===== src/rtl/convert_pipe_if.sv =====
// Handshake bundle for convert_pipe: an input sample stream and an output result stream.
// The master side is the producer of din and the consumer of dout; the slave side is the converter.
interface convert_pipe_if #(
  parameter int N_CHAN     = 1,
  parameter int N_BITS_IN  = 8,
  parameter int N_BITS_OUT = 4
);
  logic [N_CHAN*N_BITS_IN-1:0]  din;
  logic                         din_valid;
  logic                         din_ready;
  logic [N_CHAN*N_BITS_OUT-1:0] dout;
  logic                         dout_valid;
  logic                         dout_ready;
  logic [N_CHAN-1:0]            ovf;

  modport master (
    output din, din_valid, dout_ready,
    input  din_ready, dout, dout_valid, ovf
  );

  modport slave (
    input  din, din_valid, dout_ready,
    output din_ready, dout, dout_valid, ovf
  );
endinterface


===== src/rtl/convert_pipe.sv =====
// convert_pipe: two-stage fixed-point format converter for N_CHAN channels in lockstep.
// Stage 1 aligns binary points and quantises. Stage 2 detects overflow, then saturates
// or wraps, and packs the result into the output register.
// Optional feature: define CONVERT_PIPE_OVF_CNT_EN to add a saturating 16-bit counter of
// delivered samples that had any overflow. The counter is exposed as ovf_cnt and cleared by
// ovf_cnt_clr.
module convert_pipe #(
  parameter int N_BITS_IN  = 8,
  parameter int BIN_PT_IN  = 7,
  parameter int N_BITS_OUT = 4,
  parameter int BIN_PT_OUT = 3,
  parameter int N_CHAN     = 1,
  parameter int SIGNED     = 1,
  parameter int QUANT      = 1,
  parameter int OVERFLOW   = 1
) (
  input  logic clk,
  input  logic rst_n,
  convert_pipe_if.slave bus
`ifdef CONVERT_PIPE_OVF_CNT_EN
  ,
  input  logic        ovf_cnt_clr,
  output logic [15:0] ovf_cnt
`endif
);

  // Shift needed to move from the input binary point to the output binary point.
  localparam int SH  = BIN_PT_IN - BIN_PT_OUT;
  localparam int LSH = (SH < 0) ? -SH : 0;
  localparam int RSH = (SH > 0) ? SH : 0;
  localparam int HSH = (RSH > 0) ? RSH - 1 : 0;

  // The working width covers the aligned input, the output range and the rounding half.
  // Two spare bits keep the sign and any rounding carry.
  localparam int WA = N_BITS_IN + LSH;
  localparam int WB = (N_BITS_OUT > RSH + 1) ? N_BITS_OUT : RSH + 1;
  localparam int W  = ((WA > WB) ? WA : WB) + 2;

  localparam int SBIT = (SIGNED != 0) ? 1 : 0;

  localparam logic signed [W-1:0] HALF     = (RSH > 0) ? (W'(1) << HSH) : '0;
  localparam logic        [W-1:0] REM_MASK = (W'(1) << RSH) - W'(1);
  localparam logic signed [W-1:0] MAXV     = (W'(1) << (N_BITS_OUT - SBIT)) - W'(1);
  localparam logic signed [W-1:0] MINV     = (SIGNED != 0) ? -(W'(1) << (N_BITS_OUT - 1)) : '0;

  logic                               s1_valid_q, s1_valid_d;
  logic [N_CHAN-1:0][W-1:0]           s1_data_q, s1_data_d;
  logic                               dout_valid_q, dout_valid_d;
  logic [N_CHAN*N_BITS_OUT-1:0]       dout_q, dout_d;
  logic [N_CHAN-1:0]                  ovf_q, ovf_d;

  logic [N_CHAN-1:0][W-1:0]           quant_c;
  logic [N_CHAN*N_BITS_OUT-1:0]       pack_c;
  logic [N_CHAN-1:0]                  ovf_c;
  logic                               s2_load;
  logic                               in_ready;

  // Stage 1 datapath: extend at the MSB end, align the binary point, then quantise the dropped LSBs.
  always_comb begin
    logic [N_BITS_IN-1:0] din_c;
    logic signed [W-1:0]  ext;
    logic signed [W-1:0]  aligned;
    logic signed [W-1:0]  trunc;
    logic        [W-1:0]  rem;
    din_c   = '0;
    ext     = '0;
    aligned = '0;
    trunc   = '0;
    rem     = '0;
    quant_c = '0;
    for (int unsigned c = 0; c < N_CHAN; c++) begin
      din_c = bus.din[c*N_BITS_IN +: N_BITS_IN];
      if (SIGNED != 0) ext = {{(W-N_BITS_IN){din_c[N_BITS_IN-1]}}, din_c};
      else             ext = {{(W-N_BITS_IN){1'b0}}, din_c};
      aligned = ext <<< LSH;
      trunc   = aligned >>> RSH;
      rem     = aligned & REM_MASK;
      if (QUANT == 1) begin
        quant_c[c] = (aligned + HALF) >>> RSH;
      end else if (QUANT == 2 && RSH > 0) begin
        if (rem > $unsigned(HALF) || (rem == $unsigned(HALF) && trunc[0]))
          quant_c[c] = trunc + W'(1);
        else
          quant_c[c] = trunc;
      end else begin
        quant_c[c] = trunc;
      end
    end
  end

  // Stage 2 datapath: range-check each quantised value, then clamp or wrap it into the output word.
  always_comb begin
    logic signed [W-1:0] qv;
    logic signed [W-1:0] val;
    qv     = '0;
    val    = '0;
    pack_c = '0;
    ovf_c  = '0;
    for (int unsigned c = 0; c < N_CHAN; c++) begin
      qv  = s1_data_q[c];
      val = qv;
      if (qv > MAXV) begin
        ovf_c[c] = 1'b1;
        if (OVERFLOW != 0) val = MAXV;
      end else if (qv < MINV) begin
        ovf_c[c] = 1'b1;
        if (OVERFLOW != 0) val = MINV;
      end
      pack_c[c*N_BITS_OUT +: N_BITS_OUT] = val[N_BITS_OUT-1:0];
    end
  end

  // Pipeline control: a stage loads only when its downstream slot is empty or is draining this cycle.
  always_comb begin
    s2_load      = !dout_valid_q || bus.dout_ready;
    in_ready     = s2_load || !s1_valid_q;
    s1_valid_d   = in_ready ? bus.din_valid : s1_valid_q;
    s1_data_d    = (in_ready && bus.din_valid) ? quant_c : s1_data_q;
    dout_valid_d = s2_load ? s1_valid_q : dout_valid_q;
    dout_d       = (s2_load && s1_valid_q) ? pack_c : dout_q;
    ovf_d        = (s2_load && s1_valid_q) ? ovf_c : ovf_q;
  end

  // Pipeline registers; reset empties both stages and clears the output.
  always_ff @(posedge clk or negedge rst_n) begin
    if (!rst_n) begin
      s1_valid_q   <= 1'b0;
      s1_data_q    <= '0;
      dout_valid_q <= 1'b0;
      dout_q       <= '0;
      ovf_q        <= '0;
    end else begin
      s1_valid_q   <= s1_valid_d;
      s1_data_q    <= s1_data_d;
      dout_valid_q <= dout_valid_d;
      dout_q       <= dout_d;
      ovf_q        <= ovf_d;
    end
  end

  assign bus.din_ready  = in_ready;
  assign bus.dout       = dout_q;
  assign bus.dout_valid = dout_valid_q;
  assign bus.ovf        = ovf_q;

`ifdef CONVERT_PIPE_OVF_CNT_EN
  logic [15:0] ovf_cnt_q, ovf_cnt_d;

  // Next count: clear has priority; otherwise count each delivered sample with any overflow, saturating.
  always_comb begin
    ovf_cnt_d = ovf_cnt_q;
    if (ovf_cnt_clr)
      ovf_cnt_d = '0;
    else if (dout_valid_q && bus.dout_ready && (|ovf_q) && (ovf_cnt_q != '1))
      ovf_cnt_d = ovf_cnt_q + 16'd1;
  end

  // Overflow counter register.
  always_ff @(posedge clk or negedge rst_n) begin
    if (!rst_n) ovf_cnt_q <= '0;
    else        ovf_cnt_q <= ovf_cnt_d;
  end

  assign ovf_cnt = ovf_cnt_q;
`endif

endmodule

===== src/flat_wrapper.sv =====
// flat-port wrapper written by rule: the top's interface ports become plain ports
module convert_pipe_flat 
#(
  parameter int N_BITS_IN  = 8,
  parameter int BIN_PT_IN  = 7,
  parameter int N_BITS_OUT = 4,
  parameter int BIN_PT_OUT = 3,
  parameter int N_CHAN     = 1,
  parameter int SIGNED     = 1,
  parameter int QUANT      = 1,
  parameter int OVERFLOW   = 1
)
  (clk, rst_n, bus_din, bus_din_valid, bus_dout_ready, bus_din_ready, bus_dout, bus_dout_valid, bus_ovf);
  convert_pipe_if #(.N_CHAN(N_CHAN), .N_BITS_IN(N_BITS_IN), .N_BITS_OUT(N_BITS_OUT)) bus_i ();
  input  logic clk;
  input  logic rst_n;
  input wire logic [$bits(bus_i.din)-1:0] bus_din;
  input wire logic [$bits(bus_i.din_valid)-1:0] bus_din_valid;
  input wire logic [$bits(bus_i.dout_ready)-1:0] bus_dout_ready;
  output wire logic [$bits(bus_i.din_ready)-1:0] bus_din_ready;
  output wire logic [$bits(bus_i.dout)-1:0] bus_dout;
  output wire logic [$bits(bus_i.dout_valid)-1:0] bus_dout_valid;
  output wire logic [$bits(bus_i.ovf)-1:0] bus_ovf;
  assign bus_i.din = bus_din;
  assign bus_i.din_valid = bus_din_valid;
  assign bus_i.dout_ready = bus_dout_ready;
  assign bus_din_ready = bus_i.din_ready;
  assign bus_dout = bus_i.dout;
  assign bus_dout_valid = bus_i.dout_valid;
  assign bus_ovf = bus_i.ovf;
  convert_pipe #(.N_BITS_IN(N_BITS_IN), .BIN_PT_IN(BIN_PT_IN), .N_BITS_OUT(N_BITS_OUT), .BIN_PT_OUT(BIN_PT_OUT), .N_CHAN(N_CHAN), .SIGNED(SIGNED), .QUANT(QUANT), .OVERFLOW(OVERFLOW)) u_core (.clk(clk), .rst_n(rst_n), .bus(bus_i));
endmodule

===== config.mk =====
export PLATFORM = sky130hd
export DESIGN_NAME = convert_pipe_flat
export DESIGN_NICKNAME = d
export VERILOG_FILES = /design/src/rtl/convert_pipe_if.sv /design/src/rtl/convert_pipe.sv /design/src/flat_wrapper.sv
export SDC_FILE = /design/constraint.sdc
export NUM_CORES = 1
export LEC_CHECK = 0
export ABC_AREA = 1
export BUFFER_PORTS_ARGS = -buffer_cell sky130_fd_sc_hd__clkbuf_2
export CAP_MARGIN = 30
export CORE_AREA = 3 3 40 42
export CTS_CLUSTER_DIAMETER = 120
export DETAILED_ROUTE_END_ITERATION = 8
export DIE_AREA = 0 0 43 45
export PLACE_DENSITY = 0.7
export SYNTH_ARGS = -nofsm -noshare
export SYNTH_HDL_FRONTEND = slang
export SYNTH_SLANG_ARGS = --single-unit

===== constraint.sdc =====
create_clock -name clk -period 1.65 [get_ports clk]
set_input_delay 0.0825 -clock clk [delete_from_list [all_inputs] [get_ports clk]]
set_output_delay 0.0825 -clock clk [all_outputs]
set_load 0.01 [all_outputs]

==> run_results.csv, run 1 <==
group,metric,value,unit
run_status,status,"complete, no violations",
cts,numCtsBuffers,3,
cts,htree_levels,1,
route,wl_per_cell,9.530,microns
final_layout,final_common_cell,"nand2_1",
route,dr.pass1.iters,2,
logic_synthesis,synth_area_leaders,"dfrtp_1 53%, nand2_1 17%, o21ai_0 5.3%, nand4_1 4.4%, nand2_4 3.9%",
critical_path,cp_top_family,"flip-flops",
die,coreArea,0.001285,sq mm
cts,post_cts_buffers,0,
critical_path,max_stage_delay,430,ps
logic_synthesis,ys_types,14,
route,viasPerCell,4.710,
cts,clk_pin_slew,70,ps
cts,tritoncts,"yes",
run,cap_violations,0,
logic_synthesis,synth-seq-cells,12,
timing,rsz0062_at_grt,"no",
route,num_vias,471,
timing,period_needed,1046,ps
place,place_inst,96,
logic_synthesis,synth.avg_cell_area,8.645,sq um
final_layout,final_area,696.9,sq um
global_routing,grt-ovfl-total,0,
critical_path,cp_max_fo,4,
power_and_ir_drop,leakage,0.0003860,uW
place,placed_area,664.4,sq um
place,hpwl,771.3,microns
power_and_ir_drop,p_seq_frac,0.516,
die,dieArea,0.001935,sq mm
timing,slew_headroom,0.8102,
route,antenna_left,0,
logic_synthesis,synthCells,66,
route,drc,0,
cts,clkSinkCount,12,
timing,max_slew.worst_pin.slew,284.7,ps
cts,clockBufferDepth,2,
power_and_ir_drop,p_int,539.3,uW
logic_synthesis,synth_top_area_frac,0.5263,
critical_path,critPathLaunchType,"register",
final_layout,layout_common_cells,"26 x nand2_1, 15 x clkbuf_2, 12 x dfrtp_1",
global_routing,grt.total_usage,0.1277,
timing,setup_tns,0,ps
global_routing,grt_pass1_vias,422,
power_and_ir_drop,p_switching,256.8,uW
logic_synthesis,seq_area_frac_synth,0.5263,
logic_synthesis,syn_area,570.5,sq um
die,die_y,45,microns
timing,setup_viol,0,
critical_path,endpoint_kind,"output port",
power_and_ir_drop,power_density,1142,mW/mm^2
logic_synthesis,yosysTopAreaCell,"dfrtp_1",
power_and_ir_drop,switching_share,0.3225,
cts,clock_latency,260,ps
critical_path,crit_chain,"nand3_4, clkbuf_2",
die,initial_core_util,0.4440,
place,port_buffers,15,
final_layout,drive_gt1_frac,0.2824,
cts,cts-root-buf,"clkbuf_4",
final_layout,instances_no_fill,100,
final_layout,nNetsFinal,100,
place,globalplace.congestion,0.6810,
die,std_cell_rows,13,
route,routed_wl,953,microns
critical_path,timing.critical_path.buf_inv,1,
timing,fmax,956.3,MHz
min_path,hold_class,"in -> reg",
die,io_pins,19,
critical_path,slowest_stage,"dfrtp_1",
timing,fin_crit_sh,0.6337,
power_and_ir_drop,p_comb_frac,0.273,
route,drt_iter0_drc,4,
final_layout,diodes,0,
power_and_ir_drop,peakVddDrop,0.0004452,V
logic_synthesis,syn-num-nets,79,
critical_path,path_class,"reg -> out",
global_routing,grt_start_max_net_pins,13,
critical_path,worstPathArrival,960,ps
global_routing,antenna_found_initial,0,
timing,slew_viol_final,0,
global_routing,grt_pass1_wl,1752,microns
die,dieWidth,43,microns
timing,finClkSkew,1.163,ps
logic_synthesis,ys_warn_count,0,
timing,whs,76.86,ps
final_layout,syn2layout_area_growth,22.15,%
critical_path,cp.required,1570,ps
power_and_ir_drop,clkPwrFrac,0.211,
timing,hold_violations,0,
## power groups by stage
stage          Clock (uW)  Sequential, uW  Combinational (uW)
2_1_floorplan           0             435                 107
3_3_place_gp            0             412                 215
3_5_place_dp            0             416                 219
4_1_cts               174             411                 222
5_1_grt               189             417                 253
6_report              168             411                 218
## path summary, 6_finish.rpt
check,start,end,slack (ps),depth (start not counted)
worst max-delay path,u_core.s1_valid_q$_DFFE_PN0N_,bus_din_ready,600,2
worst max register to register,u_core.bus.dout_valid$_DFFE_PN0P_,u_core.bus.dout[1]$_DFFE_PN0P_,700,5
max in group asynchronous,rst_n,u_core.s1_data_q[1]$_DFFE_PN0P_,1200,2
worst min-delay path,bus_din[7],u_core.s1_data_q[4]$_DFFE_PN0P_,80,3
min in group asynchronous,rst_n,u_core.bus.dout[3]$_DFFE_PN0P_,230,2
worst min register to register,u_core.s1_data_q[0]$_DFFE_PN0P_,u_core.s1_data_q[0]$_DFFE_PN0P_,480,2
## what timing repair did
| item | CTS | global route |
|---|---|---|
| hold buffers | 1 | 0 |
| gates resized for setup | 0 | 0 |
| hold endpoints to repair | 12 | 0 |
## worst register-to-register path, cell delays in order, from the launching register on
cell     delay (ps)
dfrtp_1         430
nand2_2         120
nand2_4          90
nor2_2          110
o21ai_0          90
nand2_1          60
## stage by stage
stage,util,setup slack (ps),power (uW)
6_report,0.5424,604.3,796.1
5_1_grt,0.5424,556.6,857.9
4_1_cts,0.5424,588.8,807.3
3_5_place_dp,0.5170,704.9,635.6
3_3_place_gp,0.5170,738.0,627.3
2_1_floorplan,-,724.1,541.7
## state kept, by name, indices dropped and copies added, names as in the netlist
name	flops
u_core.s1_valid_q	1
u_core.bus.dout_valid	1
u_core.s1_data_q	5
u_core.bus.ovf	1
u_core.bus.dout	4
## Yosys cell counts, drive strengths merged
cell,number
ha,1
nand4,4
inv,6
dfrtp,12
nand2,29
o21ai,6
nor2,4
nand3,3
xnor2,1
## routing by layer
layer | vias up | GRT usage | share of wire
met2 | 16 | 0.1886 | 0.47
met3 | 4 | 0.02390 | 0.062
met1 | 197 | 0.1540 | 0.42
li1 | 254 | - | -
met5 | - | 0 | 0
met4 | 0 | 0.1265 | 0.044
## cells by family (layout without fill, tap and decap cells)
logic type      Yosys count  count (layout)  share of synthesized area
buf+inv                   6              25                    0.03947
compound gates            6               6                    0.05263
simple gates             40              40                     0.3443
fa+ha+maj                 1               1                    0.02193
xor+xnor                  1               1                    0.01535
flops                    12              12                     0.5263
## layout make-up
type                       instances  area [sq um]
inverter                           6         22.52
sequential                        12         300.3
tap                               15         18.77
fill                             128         588.1
clock buffer                       3         22.52
multi-input combinational         48         247.7
timing repair buffer              16         85.08
Power figures use the tool's default switching activity.
==> inputs of run 2 (changes only) <==
==> constraint.sdc (replaced) <==
create_clock -name clk -period 0.98 [get_ports clk]
set_input_delay 0.049 -clock clk [delete_from_list [all_inputs] [get_ports clk]]
set_output_delay 0.049 -clock clk [all_outputs]
set_load 0.01 [all_outputs]
==> run_results.csv, run 2 (synthesis gave the netlist of run 1 again) <==
group,metric,value,unit
power_and_ir_drop,p_switching,479.6,uW
cts,tritoncts,"yes",
place,port_buffers,15,
power_and_ir_drop,p_int,944.4,uW
timing,fin_ws,-14.12,ps
final_layout,nNetsFinal,103,
timing,slew_headroom,0.8112,
critical_path,cp_max_fo,4,
timing,fin_crit_sh,1.014,
die,std_cell_rows,13,
critical_path,path_class,"reg -> out",
global_routing,antenna_found_initial,0,
route,antenna_left,0,
timing,setup_viol,1,
final_layout,syn2layout_area_growth,32.68,%
power_and_ir_drop,p_seq_frac,0.489,
place,placed_area,664.4,sq um
global_routing,grt.total_usage,0.1345,
cts,clkSinkCount,12,
timing,finClkSkew,4.077,ps
place,place_inst,96,
run_status,failed_checks,"negative setup slack",
timing,max_slew.worst_pin.slew,283.2,ps
place,globalplace.congestion,0.6810,
die,die_y,45,microns
cts,clock_latency,260,ps
route,num_vias,480,
critical_path,endpoint_kind,"output port",
power_and_ir_drop,peakVddDrop,0.0007645,V
route,dr.pass1.iters,3,
die,dieArea,0.001935,sq mm
final_layout,final_area,757.0,sq um
final_layout,top_register,"u_core.s1_data_q",
power_and_ir_drop,power_density,1881,mW/mm^2
critical_path,worstPathArrival,950,ps
cts,cts-root-buf,"clkbuf_4",
min_path,hold_class,"in -> reg",
timing,period_needed,994.1,ps
cts,clk_pin_slew,70,ps
final_layout,final_util,0.5891,
run_status,status,"finished, violations left",
place,hpwl,787.1,microns
final_layout,diodes,0,
timing,slew_viol_final,0,
timing,rsz0062_at_grt,"yes",
final_layout,instances_no_fill,103,
die,coreArea,0.001285,sq mm
die,io_pins,19,
power_and_ir_drop,switching_share,0.3368,
die,dieWidth,43,microns
final_layout,drive_gt1_frac,0.3409,
critical_path,critPathLaunchType,"register",
global_routing,grt_pass1_vias,446,
run,cap_violations,0,
timing,fmax,1006,MHz
power_and_ir_drop,leakage,0.0004075,uW
power_and_ir_drop,clkPwrFrac,0.202,
route,drt_iter0_drc,1,
final_layout,largest_reg_flops,5,
global_routing,grt-ovfl-total,0,
power_and_ir_drop,power,1424,uW
timing,whs,34.48,ps
route,viasPerCell,4.660,
power_and_ir_drop,p_comb_frac,0.309,
route,wl_per_cell,10.37,microns
cts,clockBufferDepth,2,
global_routing,grt_pass1_wl,1842,microns
final_layout,final_common_cell,"nand2_1",
cts,numCtsBuffers,3,
global_routing,grt_start_max_net_pins,13,
cts,htree_levels,1,
die,initial_core_util,0.4440,
critical_path,cp.required,930,ps
route,drc,0,
final_layout,layout_common_cells,"26 x nand2_1, 14 x clkbuf_2, 11 x dfrtp_1",
timing,hold_violations,0,
route,routed_wl,1068,microns
[run 2: changes by cell type in the layout (fill, tap and decap cells not counted), sizes merged]
cell,before,now
clkbuf,18,17
buf,0,3
nand2,29,30
[run 2: final timing paths]
check	startpoint	to	slack (ps)	depth (start not counted)
setup / recovery	u_core.bus.dout_valid$_DFFE_PN0P_	bus_din_ready	-10	2
hold / removal	bus_din[7]	u_core.s1_data_q[4]$_DFFE_PN0P_	30	3
setup reg to reg	u_core.s1_valid_q$_DFFE_PN0N_	u_core.bus.dout[1]$_DFFE_PN0P_	30	5
hold reg to reg	u_core.bus.dout[0]$_DFFE_PN0P_	u_core.bus.dout[0]$_DFFE_PN0P_	480	2
max in group asynchronous	rst_n	u_core.bus.dout_valid$_DFFE_PN0P_	550	2
min in group asynchronous	rst_n	u_core.bus.dout[3]$_DFFE_PN0P_	190	2
[run 2: layer usage]
metal  wire [microns]  track usage  up-vias  part of all wire
met3               60      0.02390        4             0.056
met4               42       0.1265        0             0.039
li1                 -            -      259                 -
met1              454       0.1591      201              0.43
met5                0            0        -                 0
met2              509       0.2066       16              0.48
[run 2: timing repair]
action / 4_1_cts / 5_1_grt
buffers inserted: 2 / 0
endpoints found under the hold margin: 12 / 0
gates cloned: 0 / 1
hold buffers: 1 / 0
endpoints found under the setup margin: 1 / 5
pin swaps: 1 / 3
resized for setup: 0 / 12
[run 2: area by class of cell]
cell class                      count  area (sq um)
Fill cell                         133         528.0
Tap cell                           15         18.77
Multi-Input combinational cell     49         282.8
Inverter                            6         25.02
Sequential cell                    12         301.5
Clock buffer                        3         22.52
Timing Repair Buffer               18         106.4
[run 2: critical path, cell delays in order, from the launching register on]
cell and delay, ps:
dfrtp_2 450, nand3_4 130, buf_6 110
[run 2: stage by stage]
| stage | setup slack [ps] | setup TNS (ps) |
|---|---|---|
| 2_1_floorplan | 54.08 | 0 |
| 3_3_place_gp | 68.25 | 0 |
| 3_5_place_dp | 27.34 | 0 |
| 4_1_cts | -30.09 | -30.09 |
| 5_1_grt | -51.96 | -186.8 |
| 6_report | -14.12 | -14.12 |
[run 2: power by group through the flow]
stage	Sequential (uW)	Combinational [uW]	Clock (uW)
2_1_floorplan	733	179	0
3_3_place_gp	694	362	0
3_5_place_dp	701	370	0
4_1_cts	689	392	292
5_1_grt	706	501	323
6_report	696	440	288
